**config.mk**
```make
export PLATFORM = sky130hd
export DESIGN_NAME = timestep_sequencer
export DESIGN_NICKNAME = d
export VERILOG_FILES = /design/src/rtl/timestep_sequencer.sv
export SDC_FILE = /design/constraint.sdc
export NUM_CORES = 1
export LEC_CHECK = 0
export BUFFER_PORTS_ARGS = -buffer_cell sky130_fd_sc_hd__buf_4
export CAP_MARGIN = 5
export CORE_MARGIN = 2
export CORE_UTILIZATION = 39
export CTS_CLUSTER_SIZE = 20
export DETAILED_ROUTE_END_ITERATION = 10
export PLACE_DENSITY = 0.78
export SYNTH_ARGS = -nofsm -noshare
export SYNTH_HDL_FRONTEND = slang
export SYNTH_SLANG_ARGS = --single-unit
```
**constraint.sdc**
```tcl
create_clock -name CLK -period 2.55 [get_ports CLK]
set_clock_uncertainty 0.2 [all_clocks]
set_input_delay 0.255 -clock CLK [delete_from_list [all_inputs] [get_ports CLK]]
set_output_delay 0.255 -clock CLK [all_outputs]
set_load 0.02 [all_outputs]
```
**src/rtl/timestep_sequencer.sv**
```systemverilog
// Sequences one integration timestep: per body a velocity update then a position update
// through the shared 3-lane FP unit, writing each XYZ result triple back to the datafile.
module timestep_sequencer #(
    parameter int MAX_BODIES = 10,
    parameter int TIMEOUT    = 64,
    parameter int ADDR_W     = 7
) (
    input  logic              CLK,
    input  logic              RESET,
    input  logic              start,
    input  logic [31:0]       num_bodies,
    output logic              busy,
    output logic              done,
    output logic              err_clamp,
    output logic              err_timeout,
    output logic              op_valid,
    output logic              op_sel,
    output logic [3:0]        op_body,
    input  logic              res_valid,
    input  logic [31:0]       res_x,
    input  logic [31:0]       res_y,
    input  logic [31:0]       res_z,
    output logic              we,
    output logic [ADDR_W-1:0] addr1,
    output logic [ADDR_W-1:0] addr2,
    output logic [ADDR_W-1:0] addr3,
    output logic [31:0]       wdata1,
    output logic [31:0]       wdata2,
    output logic [31:0]       wdata3,
    output logic [2:0]        dbg_state
);

    // Handshakes: op_valid is a one-cycle launch pulse; the datapath answers with a one-cycle
    // res_valid no earlier than the cycle after op_valid; we is a one-cycle commit pulse.
    typedef enum logic [2:0] {
        S_IDLE    = 3'd0,
        S_ISSUE_V = 3'd1,
        S_WAIT_V  = 3'd2,
        S_WRITE_V = 3'd3,
        S_ISSUE_P = 3'd4,
        S_WAIT_P  = 3'd5,
        S_WRITE_P = 3'd6,
        S_DONE    = 3'd7
    } state_t;

    localparam int         CNT_W = $clog2(TIMEOUT);
    localparam logic [3:0] N_MAX = 4'(MAX_BODIES);

    state_t              state_q;
    logic [3:0]          n_q;
    logic [CNT_W-1:0]    wait_cnt_q;
    logic                busy_q;
    logic                done_q;
    logic                err_clamp_q;
    logic                err_timeout_q;
    logic                op_valid_q;
    logic                op_sel_q;
    logic [3:0]          op_body_q;
    logic                we_q;
    logic [ADDR_W-1:0]   addr1_q;
    logic [ADDR_W-1:0]   addr2_q;
    logic [ADDR_W-1:0]   addr3_q;
    logic [31:0]         wdata1_q;
    logic [31:0]         wdata2_q;
    logic [31:0]         wdata3_q;

    logic                clamp;
    logic [4:0]          body_next;
    logic [ADDR_W-1:0]   addr_x;
    logic [ADDR_W-1:0]   addr_y;
    logic [ADDR_W-1:0]   addr_z;

    assign clamp     = num_bodies > 32'(MAX_BODIES);
    assign body_next = {1'b0, op_body_q} + 5'd1;

    // Velocity block lives at 53/63/73, position block at 23/33/43, one word per body.
    assign addr_x = (op_sel_q ? ADDR_W'(23) : ADDR_W'(53)) + ADDR_W'(op_body_q);
    assign addr_y = (op_sel_q ? ADDR_W'(33) : ADDR_W'(63)) + ADDR_W'(op_body_q);
    assign addr_z = (op_sel_q ? ADDR_W'(43) : ADDR_W'(73)) + ADDR_W'(op_body_q);

    always_ff @(posedge CLK) begin
        if (RESET) begin
            state_q       <= S_IDLE;
            n_q           <= '0;
            wait_cnt_q    <= '0;
            busy_q        <= 1'b0;
            done_q        <= 1'b0;
            err_clamp_q   <= 1'b0;
            err_timeout_q <= 1'b0;
            op_valid_q    <= 1'b0;
            op_sel_q      <= 1'b0;
            op_body_q     <= '0;
            we_q          <= 1'b0;
            addr1_q       <= '0;
            addr2_q       <= '0;
            addr3_q       <= '0;
            wdata1_q      <= '0;
            wdata2_q      <= '0;
            wdata3_q      <= '0;
        end else begin
            op_valid_q <= 1'b0;
            we_q       <= 1'b0;
            case (state_q)
                S_IDLE: begin
                    if (start) begin
                        err_clamp_q   <= clamp;
                        err_timeout_q <= 1'b0;
                        n_q           <= clamp ? N_MAX : num_bodies[3:0];
                        if (num_bodies == 32'd0) begin
                            state_q <= S_DONE;
                            done_q  <= 1'b1;
                        end else begin
                            state_q    <= S_ISSUE_V;
                            busy_q     <= 1'b1;
                            op_valid_q <= 1'b1;
                            op_sel_q   <= 1'b0;
                            op_body_q  <= '0;
                        end
                    end
                end
                S_ISSUE_V: begin
                    state_q    <= S_WAIT_V;
                    wait_cnt_q <= '0;
                end
                S_ISSUE_P: begin
                    state_q    <= S_WAIT_P;
                    wait_cnt_q <= '0;
                end
                S_WAIT_V, S_WAIT_P: begin
                    if (res_valid) begin
                        state_q  <= (state_q == S_WAIT_V) ? S_WRITE_V : S_WRITE_P;
                        we_q     <= 1'b1;
                        addr1_q  <= addr_x;
                        addr2_q  <= addr_y;
                        addr3_q  <= addr_z;
                        wdata1_q <= res_x;
                        wdata2_q <= res_y;
                        wdata3_q <= res_z;
                    end else if (wait_cnt_q == CNT_W'(TIMEOUT - 1)) begin
                        state_q       <= S_DONE;
                        busy_q        <= 1'b0;
                        done_q        <= 1'b1;
                        err_timeout_q <= 1'b1;
                    end else begin
                        wait_cnt_q <= wait_cnt_q + 1'b1;
                    end
                end
                // The velocity write has committed by now, so the position op sees it.
                S_WRITE_V: begin
                    state_q    <= S_ISSUE_P;
                    op_sel_q   <= 1'b1;
                    op_valid_q <= 1'b1;
                end
                S_WRITE_P: begin
                    if (body_next < {1'b0, n_q}) begin
                        state_q    <= S_ISSUE_V;
                        op_sel_q   <= 1'b0;
                        op_body_q  <= body_next[3:0];
                        op_valid_q <= 1'b1;
                    end else begin
                        state_q <= S_DONE;
                        busy_q  <= 1'b0;
                        done_q  <= 1'b1;
                    end
                end
                S_DONE: begin
                    if (!start) begin
                        state_q <= S_IDLE;
                        done_q  <= 1'b0;
                    end
                end
                default: state_q <= S_IDLE;
            endcase
        end
    end

    assign busy        = busy_q;
    assign done        = done_q;
    assign err_clamp   = err_clamp_q;
    assign err_timeout = err_timeout_q;
    assign op_valid    = op_valid_q;
    assign op_sel      = op_sel_q;
    assign op_body     = op_body_q;
    assign we          = we_q;
    assign addr1       = addr1_q;
    assign addr2       = addr2_q;
    assign addr3       = addr3_q;
    assign wdata1      = wdata1_q;
    assign wdata2      = wdata2_q;
    assign wdata3      = wdata3_q;
    assign dbg_state   = state_q;

endmodule
```
==> results_dict.tcl, run 1 <==
set metrics [dict create \
    grt_max_degree 129 \
    drive_gt1_frac 0.304 \
    cts_max_level 4 \
    critPathBufInv 0 \
    grt_pass1_wl_um 30800 \
    critPathTopFamily "compound AO/OA/AOI/OAI gates" \
    pwr_density_cell_mw_per_mm2 792 \
    reg2reg_depth 7 \
    cp.arrival_ns 2.48 \
    seqCellArea_mm2 0.00276 \
    synth-compound-area-share 0.180 \
    antenna_cells 0 \
    path_cells "ha_1 > ha_1 > a21boi_0 > o31ai_2 > nand4_1 > a21oi_1 > a21boi_0" \
    io_buffer_count 262 \
    setup.worst_path.class "register to register" \
    yosysTopAreaCell "dfxtp_1" \
    drc 0 \
    tightest_slew_ns 0.661 \
    max_slew_margin 0.555 \
    vias 6218 \
    firstDrtPassIters 4 \
    hold_class "input port to register" \
    start_util 0.404 \
    syn_area_mm2 0.00565 \
    slew_viol_final 0 \
    gr-total-overflow 0 \
    reg2reg_to "op_body[0]" \
    yosysSeqAreaShare 0.489 \
    avgSynthCellArea_um2 8.13 \
    nNetsFinal 1189 \
    place_area_mm2 0.00776 \
    hp-start "res_valid" \
    r2r_slack_ns 0.16 \
    gp_congestion 0.816 \
    synthSimpleGateAreaFrac 0.219 \
    final_cell_area_mm2 0.00936 \
    insertion_delay_ns 0.42 \
    p_leak_nw 3.94 \
    slowest_stage "o31ai_2" \
    cts_setup_buffers 0 \
    max_stage_delay_ns 0.36 \
    area_growth_syn_to_layout_pct 65.8 \
    multiInputGateArea_mm2 0.00255 \
    fin_tns_setup_ns 0 \
    grt_setup_unrepaired "no" \
    fin_crit_sh 0.938 \
    io_pins 263 \
    setup_violations 0 \
    wl_um 19300 \
    cts_buffers 17 \
    wl_per_cell_um 15.6 \
    min_period_ns 2.39 \
    synthXorXnorAreaFrac 0.0186 \
    syn_nets 839 \
    num-fill-cells 1091 \
    final_antenna_net_count 0 \
    status "finished, final reports clean" \
    cts_tree "done" \
    hold_viol 0 \
    yosysMostFrequentCell "nand2_1" \
    drt-vias-per-instance 5.02 \
    die_w_um 124 \
    maxCapViolCount 0 \
    start_kind "register" \
    grt_pass1_vias 6233 \
    fp.dieH_um 124 \
    antenna_found_initial 0 \
    synthMuxAreaShare 0.00177 \
    gr-usage-all-layers 0.243 \
    max_freq_mhz 418 \
    synth_area_leaders "dfxtp_1, nand2_1, a21oi_1" \
    path_clk_slew_ns 0.06 \
    critPathMaxFanout 6 \
    synth_top_area_frac 0.489 \
    synth.cells.most_frequent "nand2_1, dfxtp_1, a21oi_1, nor2_1, clkbuf_1" \
    r2r-start "op_body[1]" \
    hold_path_depth 4 \
    synth_adder_area_share 0.0292 \
    die_area_mm2 0.0155 \
    dp_hpwl_um 11600 \
    hold_end "dbg_state[0]" \
    synthDistinctLibCells 54 \
    synth_top_family_by_area "simple AND/OR/NAND/NOR gates" \
    ys.flop_type "dfxtp_1" \
    irDropWorstVdd_v 0.000690 \
    cts_sinks 138 \
    cts.path.max_buffers 2 \
    async_flop_share 0 \
    drt_iter0_markers 365 \
    crit_cells 7 \
    cts_root_buf "clkbuf_16" \
    crit_required_ns 2.64 \
    crit_path_end_kind "register" \
    core_mm2 0.0140 \
    synthCells 695 \
    placementRows 43 \
    ys_ff_latch 138 \
    ys_warn_count 0 \
    synth-edff-count 0 \
]
layout by cell type, fill, tap and decap left out, types with 9 or more instances in the layout:
cell           instances
ha_1                  10
nor2_1                25
nand3_1               11
clkbuf_16             17
buf_4                274
dfxtp_1              137
o21ai_0               12
nand2_1              216
inv_1                 15
nor4_1                 9
xnor2_1                9
a21oi_1              121
dlygate4sd3_1        101
tightest hold or removal path, delay by kind of cell:
kind / cells / cell delay [ns]
simple gates: 1 / 0.05
buf+inv: 1 / 0.14
mux: 1 / 0.13
compound gates: 1 / 0.09
worst max-delay path by stage:
stage | to | start | slack (ns)
final | op_body[0] | op_body[1] | 0.16
after CTS | op_body[0] | op_body[1] | 0.15
after detailed placement | op_body[0] | op_body[1] | 0.19
after global routing | op_body[0] | op_body[1] | 0.03
after floorplan | op_body[0] | op_body[0] | 0.07
after global placement | op_body[0] | op_body[1] | 0.26
state kept, by name (all words and copies together), names as in the netlist:
name / flops
err_timeout: 1
op_valid: 1
op_body: 4
wait_cnt_q: 6
err_clamp: 1
busy: 1
wdata1: 32
n_q: 4
op_sel: 1
addr1: 7
addr3: 5
dbg_state: 3
we: 1
done: 1
wdata2: 32
addr2: 6
wdata3: 32
kinds of logic after synthesis:
| logic type | after synthesis |
|---|---|
| AND/OR/NAND/NOR | 293 |
| AO/OA/AOI/OAI | 174 |
| flip-flops | 138 |
| buffers and inverters | 65 |
| XOR/XNOR | 12 |
| adder cells (fa/ha/maj) | 12 |
| multiplexers | 1 |
layer usage:
layer / global-route usage / share of wire / vias up / wire length, um
li1: - / - / 3040 / -
met1: 0.273 / 0.41 / 2840 / 7850
met2: 0.418 / 0.48 / 280 / 9340
met3: 0.0726 / 0.067 / 58 / 1310
met4: 0.119 / 0.044 / 0 / 842
met5: 0 / 0 / - / 0
stage by stage:
stage	hold slack (ns)	power [mW]	instances	worst slack [ns]	util
final	0.104	7.41	1238	0.159	0.669
after global routing	0.113	7.76	1238	0.0277	0.669
after CTS	0.0872	7.40	1238	0.155	0.669
after detailed placement	0.247	4.80	1105	0.190	0.555
after global placement	0.240	4.76	1105	0.264	0.555
after floorplan	0.191	3.96	695	0.0675	-
area by class of cell:
cell class              instances  area share
clock inverters                13      0.0151
inverters                      16     0.00641
flip-flops and latches        138       0.295
multi-input cells             492       0.273
clock buffers                  19      0.0484
repair buffers                380       0.338
well taps                     180      0.0241
power breakdown:
| part | leakage (nW) | switching, mW | internal (mW) |
|---|---|---|---|
| Combinational | 2.54 | 1.32 | 0.996 |
| Clock | 0.286 | 0.981 | 1.50 |
| Sequential | 1.12 | 0.181 | 2.43 |
| Total | 3.94 | 2.49 | 4.93 |
timing repair:
action | 4_1_cts | 5_1_grt
endpoints found under the hold margin | 101 | 0
hold buffers | 101 | 0
gates resized for setup | 0 | 1
endpoints found under the setup margin | 0 | 3
No activity file was read; power rests on OpenSTA's default activity.
==> run 2, diff against run 1 <==
==> constraint.sdc (replaced) <==
create_clock -name CLK -period 2.55 [get_ports CLK]
set_clock_uncertainty 0.2 [all_clocks]
set_input_delay 0.1275 -clock CLK [delete_from_list [all_inputs] [get_ports CLK]]
set_output_delay 0.1275 -clock CLK [all_outputs]
set_load 0.02 [all_outputs]
==> results_dict.tcl, run 2 (same netlist as run 1, synthesis figures left out) <==
set metrics [dict create \
    wl_per_cell_um 15.2 \
    max_slew_margin 0.578 \
    wl_um 19000 \
    critPathBufInv 1 \
    r2r_slack_ns 0.14 \
    dp.cells 1104 \
    antenna_found_initial 0 \
    firstDrtPassIters 6 \
    drc 0 \
    hold_viol 0 \
    cts_max_level 4 \
    grt_pass1_wl_um 30400 \
    setup_violations 0 \
    cts_root_buf "clkbuf_16" \
    crit_path_end_kind "register" \
    num-fill-cells 1069 \
    reg2reg_depth 8 \
    fin_crit_sh 0.946 \
    stdcell_count 1247 \
    vias 6228 \
    drt_iter0_markers 401 \
    layout_commonest_cell "buf_4" \
    drive_gt1_frac 0.303 \
    layout.cells.most_common_list "buf_4, nand2_1, dfxtp_1" \
    status "finished, final reports clean" \
    final_antenna_net_count 0 \
    gp_congestion 0.817 \
    path_cells "ha_1 > ha_1 > a21boi_0 > o31ai_2 > nand4_1 > buf_4 > a21oi_1 > a21boi_0" \
    cts_sinks 138 \
    place_area_mm2 0.00772 \
    drt-vias-per-instance 4.99 \
    fp.dieH_um 124 \
    gr-total-overflow 0 \
    die_w_um 124 \
    maxCapViolCount 0 \
    placementRows 43 \
    critPathMaxFanout 7 \
    hold_class "input port to register" \
    fin_total_pwr_mw 7.16 \
    setup.worst_path.class "register to register" \
    cp.arrival_ns 2.54 \
    gr-usage-all-layers 0.239 \
    antenna_cells 0 \
    reg2reg_to "op_body[0]" \
    max_freq_mhz 415 \
    critPathCapture "op_body[0]" \
    post-route-util 0.670 \
    grt_pass1_vias 6086 \
    grt_max_degree 65 \
    slew_viol_final 0 \
    slowest_stage "o31ai_2" \
    core_mm2 0.0140 \
    critPathTopFamily "compound AO/OA/AOI/OAI gates" \
    path_clk_slew_ns 0.06 \
    startpoint "op_body[1]" \
    start_util 0.404 \
    io_pins 263 \
    p_leak_nw 3.95 \
    crit_cells 8 \
    cts.path.max_buffers 2 \
    irDropWorstVdd_v 0.000478 \
    start_kind "register" \
    min_period_ns 2.41 \
    io_buffer_count 262 \
    dp_hpwl_um 11800 \
    nNetsFinal 1198 \
    max_stage_delay_ns 0.37 \
    grt_setup_unrepaired "no" \
    fin_tns_setup_ns 0 \
    r2r-start "op_body[1]" \
    tightest_slew_ns 0.634 \
    crit_required_ns 2.68 \
    pwr_density_cell_mw_per_mm2 764 \
    insertion_delay_ns 0.41 \
    final_cell_area_mm2 0.00937 \
    area_growth_syn_to_layout_pct 65.9 \
    cts_buffers 17 \
    cts_tree "done" \
    die_area_mm2 0.0155 \
]
-- run 2: final cells by class --
cell class,instances,area [um2],share of cell area
clock buffer,19,443,0.0473
clock inverter,13,93.8,0.0100
inverter,16,60.1,0.00641
multi-input combinational,492,2560,0.273
sequential,138,2760,0.295
tap,180,225,0.0240
timing repair buffer,389,3230,0.345
-- run 2: power by group --
group / switching [mW] / internal, mW
sequential: 0.177 / 2.43
clock: 0.952 / 1.27
combinational: 1.32 / 1.00
total: 2.45 / 4.71
-- run 2: how the worst min path moves through the flow --
stage                        start    endpoint  slack [ns]  cells past startpoint
global route        num_bodies[21]  op_body[3]        0.08                      6
finish              num_bodies[19]  op_body[3]        0.06                      6
floorplan                 res_x[0]   wdata1[0]        0.06                      2
global placement          res_z[4]   wdata3[4]        0.17                      3
detailed placement        res_x[5]   wdata1[5]        0.18                      3
CTS                 num_bodies[19]  op_body[3]        0.03                      6
-- run 2: per-layer routing --
layer  share of wire  GRT usage  up-vias
met5               0          0        -
met4           0.031     0.0899        0
met3           0.063     0.0644       41
met2            0.50      0.417      254
met1            0.41      0.279     2878
li1                -          -     3055
-- run 2: what timing repair did --
item / 4_1_cts / 5_1_grt
resized for setup: 0 / 2
endpoints found under the hold margin: 116 / 0
buffers inserted: 0 / 2
hold buffers: 109 / 0
setup endpoints to repair: 0 / 3
-- run 2: stage by stage --
stage,hold WS (ns),setup WS [ns]
global placement,0.174,0.256
floorplan,0.0635,0.0675
CTS,0.0337,0.133
global route,0.0822,0.0365
finish,0.0591,0.138
detailed placement,0.182,0.165
-- run 2: worst min-delay path, cell delays in order --
cell     delay (ns)
buf_4          0.08
nor4_1         0.05
nand4_1        0.14
nor4_4         0.08
nand2_1        0.07
a31oi_1        0.07
